==> src/rtl/rotate_sequencer.sv <==
// Sequencer that loads a 4-bit pattern downstream, then issues rate-divided
// step enables with direction/shift-mode controls; every output is registered.
module rotate_sequencer #(
   parameter int RATE_W = 8,
   parameter int CNT_W  = 4
) (
   input  logic              clk,
   input  logic              reset_p,
   input  logic              start,
   input  logic              stop,
   input  logic [3:0]        pattern,
   input  logic [RATE_W-1:0] rate,
   input  logic              dir,
   input  logic              arith,
   input  logic [CNT_W-1:0]  steps,
   output logic [3:0]        data_out,
   output logic              loadn,
   output logic              rotate_right,
   output logic              ls_right,
   output logic              step_en,
   output logic              busy,
   output logic              done
);

   typedef enum logic [1:0] {IDLE, LOAD, RUN, DONE} state_t;

   localparam logic [RATE_W-1:0] RATE_ONE = 1;
   localparam logic [CNT_W-1:0]  CNT_ONE  = 1;

   state_t            state, state_nxt;
   logic [RATE_W-1:0] div, div_nxt;
   logic [RATE_W-1:0] rate_q, rate_nxt;
   logic [CNT_W-1:0]  cnt, cnt_nxt;
   logic [CNT_W-1:0]  steps_q, steps_nxt;
   logic              dir_q, dir_nxt;
   logic              arith_q, arith_nxt;
   logic [3:0]        pat_nxt;
   logic              step_nxt;

   always_comb begin
      state_nxt = state;
      div_nxt   = div;
      cnt_nxt   = cnt;
      rate_nxt  = rate_q;
      steps_nxt = steps_q;
      dir_nxt   = dir_q;
      arith_nxt = arith_q;
      pat_nxt   = data_out;
      case (state)
         IDLE: begin
            if (start) begin
               state_nxt = LOAD;
               pat_nxt   = pattern;
               rate_nxt  = rate;
               steps_nxt = steps;
               dir_nxt   = dir;
               arith_nxt = arith;
            end
         end
         LOAD: begin
            div_nxt   = '0;
            cnt_nxt   = '0;
            state_nxt = RUN;
         end
         RUN: begin
            // stop wins over a step that would otherwise be issued next cycle
            if (stop) begin
               state_nxt = IDLE;
            end else if (div == rate_q) begin
               div_nxt = '0;
               cnt_nxt = cnt + CNT_ONE;
               if (steps_q != '0 && cnt_nxt == steps_q)
                  state_nxt = DONE;
            end else begin
               div_nxt = div + RATE_ONE;
            end
         end
         DONE:    state_nxt = IDLE;
         default: state_nxt = IDLE;
      endcase
      // outputs are registered, so they are decoded from next-cycle state
      step_nxt = (state_nxt == LOAD) || (state_nxt == RUN && div_nxt == rate_nxt);
   end

   always_ff @(posedge clk) begin
      if (reset_p) begin
         state        <= IDLE;
         div          <= '0;
         cnt          <= '0;
         rate_q       <= '0;
         steps_q      <= '0;
         dir_q        <= 1'b0;
         arith_q      <= 1'b0;
         data_out     <= '0;
         loadn        <= 1'b1;
         rotate_right <= 1'b0;
         ls_right     <= 1'b0;
         step_en      <= 1'b0;
         busy         <= 1'b0;
         done         <= 1'b0;
      end else begin
         state        <= state_nxt;
         div          <= div_nxt;
         cnt          <= cnt_nxt;
         rate_q       <= rate_nxt;
         steps_q      <= steps_nxt;
         dir_q        <= dir_nxt;
         arith_q      <= arith_nxt;
         data_out     <= pat_nxt;
         loadn        <= (state_nxt != LOAD);
         rotate_right <= (state_nxt != IDLE) && dir_nxt;
         ls_right     <= (state_nxt != IDLE) && arith_nxt;
         step_en      <= step_nxt;
         busy         <= (state_nxt != IDLE);
         done         <= (state_nxt == DONE);
      end
   end

endmodule

==> config.mk <==
export PLATFORM = sky130hd
export DESIGN_NAME = rotate_sequencer
export DESIGN_NICKNAME = d
export VERILOG_FILES = /design/src/rtl/rotate_sequencer.sv
export SDC_FILE = /design/constraint.sdc
export NUM_CORES = 1
export LEC_CHECK = 0
export ABC_CLOCK_PERIOD_IN_PS = 2600
export BUFFER_PORTS_ARGS = -buffer_cell sky130_fd_sc_hd__buf_4
export CORE_ASPECT_RATIO = 1.1
export CORE_MARGIN = 4
export CORE_UTILIZATION = 50
export DETAILED_ROUTE_END_ITERATION = 8
export PLACE_DENSITY = 0.78
export RECOVER_POWER = 100
export SLEW_MARGIN = 20
export SYNTH_ARGS = -nofsm -noshare
export SYNTH_HDL_FRONTEND = slang
export SYNTH_SLANG_ARGS = --single-unit
==> constraint.sdc <==
create_clock -name clk -period 2.6 [get_ports clk]
set_clock_uncertainty 0.2 [all_clocks]
set_input_delay 0.13 -clock clk [delete_from_list [all_inputs] [get_ports clk]]
set_output_delay 0.13 -clock clk [all_outputs]
set_load 0.02 [all_outputs]
Word-level counts from Yosys, hierarchy flattened
Cells that the tools add are included.
{"block": "classes", "addsub": 2, "n_eq_ne": 12, "muxes": 17, "reduce_logical": 11}
{"operator": "8-bit 2-to-1 mux", "count": 4}
{"operator": "8-bit equality test", "count": 2}
{"operator": "8-bit one-hot mux with 2 select lines", "count": 1}
{"operator": "8-bit by 1-bit adder with 8-bit output, second input constant", "count": 1}
{"operator": "2-bit equality test, second input constant", "count": 4}
{"operator": "2-bit 2-to-1 mux", "count": 4}
{"operator": "4-bit 2-to-1 mux", "count": 2}
{"operator": "2-bit one-hot mux with 4 select lines", "count": 1}
{"operator": "4-bit one-hot mux with 2 select lines", "count": 1}
{"operator": "4-bit by 1-bit adder with 4-bit output, second input constant", "count": 1}
{"operator": "2-bit by 1-bit equality test with 1-bit output, second input constant", "count": 2}
{"operator": "4-bit equality test", "count": 1}
{"operator": "1-bit logical AND", "count": 4}
{"operator": "1-bit 2-to-1 mux", "count": 4}
{"operator": "2-bit inequality test, second input constant", "count": 2}
{"operator": "2-bit nonzero test", "count": 2}
{"operator": "4-bit nonzero test", "count": 1}
{"operator": "3-bit AND reduction", "count": 1}
{"operator": "2-bit zero test", "count": 1}
{"operator": "2-bit by 1-bit inequality test with 1-bit output, second input constant", "count": 1}
{"operator": "2-bit AND reduction", "count": 1}
{"operator": "1-bit logical OR", "count": 1}
{"block": "totals", "reg_bits": 38, "out_inout_bits": 10, "elab_cells": 56}

Logic depth before layout (Yosys ltp)
Gate-level depths: netlist (run 1).
{"block": "logic_depth", "ltp_word": 10, "mapped_depth": 10, "depth_no_buf": 9}

Worst setup path before layout (run 1)
Ideal clock, no wire load.
{"block": "synth_timing", "path_type": "register -> register", "startpoint": "register state[1]", "endpoint": "register step_en", "setup_ps": 84, "arrival_time_ps": 2219, "required_ps": 2316, "setup_slack_ps": 97, "path_stages_with_launch": 11, "synth_period_minus_slack_ps": 2503, "cell_sequence": "dfxtp_1 -> inv_1 -> ha_1 -> and2b_1 -> buf_4 -> nand4_1 -> xor2_1 -> or4b_1 -> a31oi_1 -> nor2_1 -> o31ai_2"}
{"block": "synth_between", "elab_chain_len": 7, "word_cells_on_any_way": 16}
{"element": "start, declared", "line_no": "30", "rtl": "state_t state, state_nxt;"}
{"element": "start signal, assigned", "line_no": "102", "rtl": "state <= state_nxt;"}
{"element": "2-bit 2-to-1 mux", "line_no": "72", "rtl": "if (steps_q != '0 && cnt_nxt == steps_q)"}
{"element": "2-bit 2-to-1 mux", "line_no": "69", "rtl": "end else if (div == rate_q) begin"}
{"element": "2-bit 2-to-1 mux", "line_no": "67", "rtl": "if (stop) begin"}
{"element": "2-bit one-hot mux with 4 select lines", "line_no": "49", "rtl": "case (state)"}
{"element": "2-bit equality test", "line_no": "82", "rtl": "step_nxt = (state_nxt == LOAD) || (state_nxt == RUN && div_nxt == rate_nxt);"}
{"element": "1-bit logical AND", "line_no": "82"}
{"element": "1-bit logical OR *", "line_no": "82"}
{"element": "end signal, assigned", "line_no": "113", "rtl": "step_en <= step_nxt;"}
{"element": "end, declared", "line_no": "20", "rtl": "output logic step_en,"}
Mark *: on every way between the ends. The rest lies on a longest branch, timed or not.
A chain may end at the register's enable or synchronous reset.

Final worst setup path (run 1)
{"block": "layout_timing", "startpoint": "register state[0]", "endpoint": "register step_en"}
The elaborated chain is that of the path after synthesis.

==> metrics, run 1 <==
Required @ worst endpoint 2.62 ns; Clock Power Share 29.5%; Die Area 5010 um2; Reg power frac 43.9%; Max Cap Viol 0; CP Launch Type flop; Syn Nets 260; switch share 30.6%; Syn. warnings 0; ant diodes 0; post-synth top area share 38.6%; grt ovf 0; reg2reg end step_en; fill count 306; period utilisation layout 95.4%; Net Sw Power between 400 and 500 uW; vias in the first global route 1,819; Slew @ Worst Pin between 0.4 and 0.5 ns; Die Y 73.8 um; DRC viols 0; Crit Path Class reg2reg; post-route insts no fill ~350; R2R setup slack 0.12 ns; power share of the combinational group 26.6%; layout cell share with drive strength beyond 1 between 10% and 20%; core footprint 3710 um2; sequential area share after synthesis 38.6%; PwrDens approximately 560 nW/um2; CTS Buffer Depth 2; setup TNS 0 ns; outcome completed; GP Congestion 0.845; internal power 1010 uW; CTS tree yes; Die Wd 67.9 um; DP Cell Count 323; IO buf count 31; initial detailed-routing violation count between 100 and 150; flops & latches, synth 38; Final Hold Vio Count 0; placed wire-length estimate 3310 um; TritonCTS buffer count 5; Crit path arrival time 2.50 ns; Detailed Route WL approximately 4900 um; wire per inst 14.1 um; Worst-Skew Late Latency roughly 0.30 ns; hold path start reset_p; top cells by area, synth dfxtp_1 (39%), xor2_1 (8.9%), mux2i_1 (6.6%), nand2_1 (5.1%), a21oi_1 (4.8%); post-synth top area cell dfxtp_1; Hold EP rate_q[3]; # H-tree levels 2; drt pass-1 iters 4; antenna violations before repair 0; Yosys cell types 40; Final ANT Viol Nets 0; initial core utilization 53.1%; Avg Cell Area, Syn roughly 8.5 um2; Cells after Synth 232; hold path depth 2; f_max 0.403 GHz; Final Critical Period roughly 2.5 ns; worst r2r src state[0]; Lkg Pwr 0.00113 uW; mapped cell area between 1500 and 2000 um2; hold slack final 0.0319 ns; most frequent cells in the layout buf_4 (38), dfxtp_1 (37), nand2_1 (27); max_slew headroom 71.8%; Worst Reg-to-Reg Cells 9; Max FO, Critical Path 6; wire length of the first global-routing pass 7820 um; Layout Nets 324; mean number of vias per cell 5.36; clk sinks 38; largest net degree at the start of global routing 38; Hold WC Path Type in2reg; Final Max Slew Viols 0; Syn-to-layout area delta 31.2%; CP endpoint kind flop; Core Rows 23; Root Driver clkbuf_8; vias post-DR 1,860; Setup Viol. Count Final 0; maximum vdd drop around 0.32 mV; I/O pins 32; commonest non-fill, non-tap cell in the layout buf_4; total track usage just over 20%; Reg clk slew, reported paths 0.07 ns
-- worst max-delay path: stages (launching register included) --
cell and delay (ns):
dfxtp_2 0.35, inv_1 0.09, ha_4 0.30, and4b_1 0.24
nand4_1 0.16, xor2_2 0.20, or4b_1 0.44, nand3_1 0.10
a21oi_1 0.08, o31ai_2 0.24
-- kinds of logic after synthesis --
family,Yosys count,share of synthesized area (%)
AND/OR/NAND/NOR,98,24.4
flip-flops,38,38.6
AO/OA/AOI/OAI,37,11.9
XOR/XNOR,23,10.2
buffers and inverters,16,3.87
multiplexers,14,7.17
adder cells (fa/ha/maj),6,3.81
-- final cells by class --
type / count / area, um2 / area share [%]
Inverter: 6 / 22.5 / 0.871
Clock inverter: 2 / 12.5 / 0.484
Sequential cell: 38 / 762 / 29.5
Multi-Input combinational cell: 178 / 1160 / 44.7
Tap cell: 50 / 62.6 / 2.42
Clock buffer: 6 / 82.6 / 3.19
Timing Repair Buffer: 67 / 488 / 18.9
-- worst max-delay path by stage --
stage | startpoint | endpoint | slack [ns]
2_1_floorplan | state[1] | step_en | 0.1
3_3_place_gp | state[0] | step_en | 0.11
3_5_place_dp | state[0] | step_en | 0.02
4_1_cts | state[0] | step_en | 0.01
5_1_grt | state[0] | step_en | -0.02
6_report | state[0] | step_en | 0.12
-- synthesized netlist by cell type --
cell type / count
dfxtp_1: 38
nand2_1: 27
nor2_1: 23
xor2_1: 20
a21oi_1: 19
nor3_1: 15
mux2i_1: 13
ha_1: 6
inv_1: 6
clkbuf_1: 5
nand3_1: 5
nand4_1: 5
buf_4: 4
nor4_1: 4
o21ai_0: 4
nor2b_1: 3
xnor2_1: 3
a21boi_0: 2
a221oi_1: 2
a2bb2oi_1: 2
and3_1: 2
nand3b_1: 2
or2_2: 2
or3_1: 2
or4_1: 2
or4b_1: 2
a22o_1: 1
a311oi_1: 1
a31oi_1: 1
a32o_2: 1
and2_1: 1
and2b_1: 1
and4b_1: 1
buf_2: 1
mux2_2: 1
nand2b_1: 1
o211ai_1: 1
o22ai_1: 1
o2bb2ai_1: 1
o31ai_2: 1
-- state kept, by name, indices dropped and copies added (netlist names) --
signal and flops:
div 8, rate_q 8, cnt 4, data_out 4, steps_q 4, state 2
arith_q 1, busy 1, dir_q 1, done 1, loadn 1, ls_right 1
rotate_right 1, step_en 1
-- metal layers --
metal | vias to the layer above | track usage, % | wire length, um
met4 | 0 | 10.2 | 143
met5 | - | 0 | 0
met2 | 50 | 36.2 | 2480
met3 | 15 | 5.05 | 213
li1 | 940 | - | -
met1 | 855 | 23.0 | 2040
-- through the flow --
step	total power, uW	setup WS [ns]	util [%]	cell area, um2
6_report	1460	0.120	69.7	2590
5_1_grt	1520	-0.0161	69.7	2590
4_1_cts	1470	0.0110	70.4	2620
3_5_place_dp	1020	0.0189	63.6	2360
3_3_place_gp	1020	0.106	63.6	2360
2_1_floorplan	879	0.0968	-	1970
-- power groups by stage --
stage	clock network, uW	logic [uW]	registers, uW
after floorplan	0	214	666
after global placement	0	366	651
after detailed placement	0	371	652
after CTS	438	393	639
after global routing	459	420	643
final	429	387	639
-- what timing repair did --
action                                  CTS  global route
setup buffers                             0             1
cloned                                    0             0
hold buffers                             15             0
pin swaps                                 0             4
endpoints found under the hold margin    17             0
endpoints found under the setup margin    1             1
gates resized for setup                   1             5
Note: power is estimated with default switching activity, not from simulation.
==> run 2, diff against run 1 <==
CORE_ASPECT_RATIO = 0.9   (was 1.1)
==> run 2 against run 1 <==
  * Register-to-register slack barely moved
  * Die area barely moved
  * Critical path depth did not move
  * First-iteration DRC count rose by 96%
  * Highest routed layer unchanged
  * Critical endpoint unchanged
  * Largest power group unchanged
==> metrics, run 2 (synthesis results as in run 1) <==
Die Wd ~74 um; Root Driver clkbuf_8; PwrDens 562 nW/um2; CTS Buffer Depth 2; Die Area 5010 um2; grt ovf 0; commonest non-fill, non-tap cell in the layout dfxtp_1; vias post-DR 1,907; placed wire-length estimate between 3000 and 4000 um; Top Family by Delay on Critical Path compound AO/OA/AOI/OAI gates; maximum vdd drop 0.489 mV; Clock Power Share 29.6%; Max Used Layer met4; Max Cap Viol 0; CP peak stage delay between 0.3 and 0.4 ns; initial core utilization 52.4%; I/O pins 32; Cell Chain, Critical Path inv_1 > ha_4 > and2b_2 > a32o_2 > buf_6 > a2bb2oi_1 > a221oi_1 > nand4_1 > o31ai_2; clk sinks 38; CP Launch Type flop; Place WS -0.0376 ns; worst path buffer plus inverter count 2; wire length of the first global-routing pass 8540 um; setup TNS 0 ns; Reg clk slew, reported paths 0.08 ns; max_slew headroom 74.5%; most frequent cells in the layout dfxtp_1 (36), buf_4 (35), nand2_1 (27); initial detailed-routing violation count 224; Final Max Slew Viols 0; outcome completed; Die Y around 68 um; f_max 0.404 GHz; Detailed Route WL 5240 um; Lkg Pwr 0.00113 uW; layout cell share with drive strength beyond 1 between 20% and 30%; Max FO, Critical Path 7; Crit Path Class reg2reg; mean number of vias per cell approximately 5.6; Final Critical Period 2.48 ns; Reg power frac 43.7%; Core Rows 21; drt pass-1 iters 5; setup ws final 0.124 ns; switch share 31.2%; GP Congestion approximately 0.96; total power 1470 uW; Net Sw Power 460 uW; DRT met1 WL about 2300 um; Crit path arrival time 2.50 ns; TritonCTS buffer count 5; Required @ worst endpoint around 2.6 ns; Layout Nets 323; power share of the combinational group 26.7%; internal power 1010 uW; total track usage 22.9%; Max stage delay cell, worst path dfxtp_2; ant diodes 0; CP endpoint kind flop; met2 WL 2440 um; RSZ-0062 raised after global routing false; largest net degree at the start of global routing 38; DRC viols 0; wire per inst roughly 15 um; Placed Area 2330 um2; CTS tree yes; Worst-Skew Late Latency between 0.3 and 0.4 ns; Setup Viol. Count Final 0; registers with the most flip-flops div (8), rate_q (8); Syn-to-layout area delta 32.9%; Final ANT Viol Nets 0; Final Hold Vio Count 0; Hold WC Path Type in2reg; IO buf count 31; routed length on met3 about 360 um; # H-tree levels 2; post-route cell area approximately 2600 um2; vias in the first global route 1,773; Slew @ Worst Pin around 0.38 ns; period utilisation layout 95.2%; core footprint around 3800 um2; antenna violations before repair 0
[run 2: stage by stage]
step	hold slack [ns]	cells	util [%]
global placement	0.179	316	62.1
global route	0.0439	342	69.7
floorplan	0.0660	232	-
detailed placement	0.185	316	62.1
CTS	0.0261	341	69.8
finish	0.0224	342	69.7
[run 2: what timing repair did]
item | in CTS | in global routing
setup buffers | 1 | 1
endpoints found under the hold margin | 18 | 0
pin swaps | 2 | 6
hold buffers | 16 | 0
resized for setup | 4 | 13
setup endpoints to repair | 1 | 1
[run 2: final cells by class]
| cell class | instances | area [um2] |
|---|---|---|
| Multi-Input combinational cell | 178 | 1190 |
| Fill cell | 304 | 1140 |
| Sequential cell | 38 | 763 |
| Timing Repair Buffer | 66 | 494 |
| Clock buffer | 6 | 82.6 |
| Tap cell | 46 | 57.6 |
| Inverter | 6 | 22.5 |
| Clock inverter | 2 | 12.5 |
[run 2: path summary, 6_finish.rpt]
| check | startpoint | to | slack, ns | depth (start not counted) |
|---|---|---|---|---|
| min | reset_p | dir_q | 0.02 | 2 |
| max | state[0] | step_en | 0.12 | 9 |
| max reg2reg | state[0] | step_en | 0.12 | 9 |
| min reg2reg | data_out[3] | data_out[3] | 0.26 | 2 |
[run 2: worst register-to-register path, stage by stage, from the launching register on]
cell and delay (ns):
dfxtp_2 0.34, inv_1 0.08, ha_4 0.26, and2b_2 0.24
a32o_2 0.33, buf_6 0.15, a2bb2oi_1 0.13, a221oi_1 0.22
nand4_1 0.18, o31ai_2 0.28
[run 2: power groups by stage]
stage | logic, uW | registers (uW) | clock network (uW)
4_1_cts | 388 | 642 | 438
6_report | 392 | 644 | 436
2_1_floorplan | 214 | 666 | 0
3_5_place_dp | 360 | 655 | 0
3_3_place_gp | 351 | 655 | 0
5_1_grt | 427 | 648 | 466
[run 2: per-layer routing]
| layer | track usage, % | vias to the layer above |
|---|---|---|
| li1 | - | 934 |
| met1 | 29.8 | 891 |
| met2 | 36.1 | 71 |
| met3 | 5.36 | 11 |
| met4 | 9.73 | 0 |
| met5 | 0 | - |
==> run 3, diff against run 2 <==
CORE_UTILIZATION = 52   (was 50)
CTS_BUF_LIST = sky130_fd_sc_hd__clkbuf_4   (was unset)
PLACE_DENSITY = 0.8   (was 0.78)
==> run 3 against run 2 <==
  * Design area up 3.5%
  * Count of clock-buffer cells in the layout decreased by 1
  * Die area down 3.4%
  * Worst hold slack gained 0.063 ns
  * Maximum frequency is 0.48% lower
  * Cell count is 4.1% higher
  * Via count is 5.8% higher
  * Worst setup slack worse by 0.012 ns
  * Core utilization is 7.7 points higher
  * First-iteration DRC count is 3.6% lower
  * Clock power shrank 30%
  * Critical endpoint unchanged
  * Largest power group unchanged
  * Highest routed layer unchanged
==> metrics, run 3 (synthesis results as in run 1) <==
CTS Buffer Depth 2; ant diodes 0; clk sinks 38; # H-tree levels 2; R2R setup slack approximately 0.11 ns; Cell Chain, Critical Path inv_2 > ha_4 > and4b_2 > nand2_1 > xor2_1 > or4b_1 > nand3_1 > a21oi_1 > o31ai_2; Syn-to-layout area delta 37.5%; largest net degree at the start of global routing 38; CP Launch Type flop; hold path depth 3; Max FO, Critical Path 5; Crit path arrival time around 2.6 ns; Max stage delay cell, worst path or4b_1; initial detailed-routing violation count roughly 220; total power between 1000 and 1500 uW; Worst-Skew Late Latency 0.36 ns; Die Wd 72.9 um; CP endpoint kind flop; most frequent cells in the layout dfxtp_1 (37), buf_4 (36), dlygate4sd3_1 (30); Hold EP loadn; grt ovf 0; Final ANT Viol Nets 0; total track usage 25.6%; core footprint 3500 um2; worst path buffer plus inverter count 1; IO buf count 31; registers with the most flip-flops div (8), rate_q (8); placed wire-length estimate 3530 um; vias in the first global route 1,929; Hold WC Path Type in2reg; Place WS -0.0612 ns; CTS tree yes; Die Y between 60 and 70 um; drt pass-1 iters 4; period utilisation layout a little over nine tenths; fill count 253; hold slack final 0.0857 ns; TritonCTS buffer count 5; Final Max Slew Viols 0; wire per inst 16.3 um; worst r2r src state[0]; Core Rows 20; layout cell share with drive strength beyond 1 19.2%; wire length of the first global-routing pass 9400 um; GP Congestion 0.906; reg2reg end step_en; commonest non-fill, non-tap cell in the layout dfxtp_1; CP peak stage delay 0.50 ns; Final Critical Period 2.49 ns; PwrDens just over 500 nW/um2; Max Cap Viol 0; max_slew headroom 72.4%; Worst Reg-to-Reg Cells 9; hold path start start; Lkg Pwr 0.00120 uW; I/O pins 32; outcome completed; f_max 0.402 GHz; Crit Path Class reg2reg; Root Driver clkbuf_4; Slew @ Worst Pin 0.413 ns; Top Family by Delay on Critical Path simple AND/OR/NAND/NOR gates; Required @ worst endpoint about 2.7 ns; Layout Nets 339; initial core utilization between 50% and 60%; Detailed Route WL approximately 5800 um; Final Hold Vio Count 0; Die Area 4840 um2; mean number of vias per cell 5.67; DRC viols 0; maximum vdd drop 0.364 mV; Reg clk slew, reported paths 0.12 ns; vias post-DR just over 2,000; Setup Viol. Count Final 0; setup TNS 0 ns; setup ws final between 0.1 and 0.15 ns; antenna violations before repair 0
## run 3: per-stage QoR
step | instances | cell area (um2) | util (%)
after floorplan | 232 | 1970 | -
after global placement | 316 | 2350 | 67.0
after detailed placement | 316 | 2350 | 67.0
after CTS | 355 | 2730 | 77.9
after global routing | 356 | 2710 | 77.4
final | 356 | 2710 | 77.4
## run 3: final cells by class
type	count	area [um2]	share of cell area (%)
clock buffer	5	37.5	1.39
clock inverter	3	16.3	0.600
inverter	6	22.5	0.831
multi-input combinational	178	1180	43.5
sequential	38	762	28.1
tap	44	55.1	2.03
timing repair buffer	82	638	23.5
## run 3: per-layer routing
layer  part of all wire, %  track usage, %  up-vias
li1                      -               -      971
met1                    44            32.5      948
met2                    48            41.7       78
met3                   4.7            4.10       21
met4                   3.7            13.1        0
met5                     0               0        -
## run 3: power breakdown
group,switching [uW],leakage [uW],total (uW),internal (uW)
Sequential,25.3,0.000311,644,619
Clock,207,0.0000286,307,101
Combinational,225,0.000857,425,200
## run 3: how the worst max path moves through the flow
stage / cells after the start / startpoint / slack (ns) / to
2_1_floorplan: 10 / state[1] / 0.1 / step_en
3_3_place_gp: 8 / state[0] / 0.10 / step_en
3_5_place_dp: 9 / state[0] / -0.06 / step_en
4_1_cts: 9 / state[0] / 0.05 / step_en
5_1_grt: 11 / state[0] / -0.002 / step_en
6_report: 9 / state[0] / 0.11 / step_en
## run 3: repair_timing
action / 4_1_cts / 5_1_grt
pin swaps: 1 / 5
endpoints found under the hold margin: 25 / 0
gates resized for setup: 2 / 10
buffers inserted: 1 / 1
hold buffers: 30 / 0
setup endpoints to repair: 1 / 1
## run 3: worst min-delay path: cells and delay by family
kind	cells	cell delay, ns
buffers and inverters	1	0.13
AND/OR/NAND/NOR	1	0.19
AO/OA/AOI/OAI	1	0.15
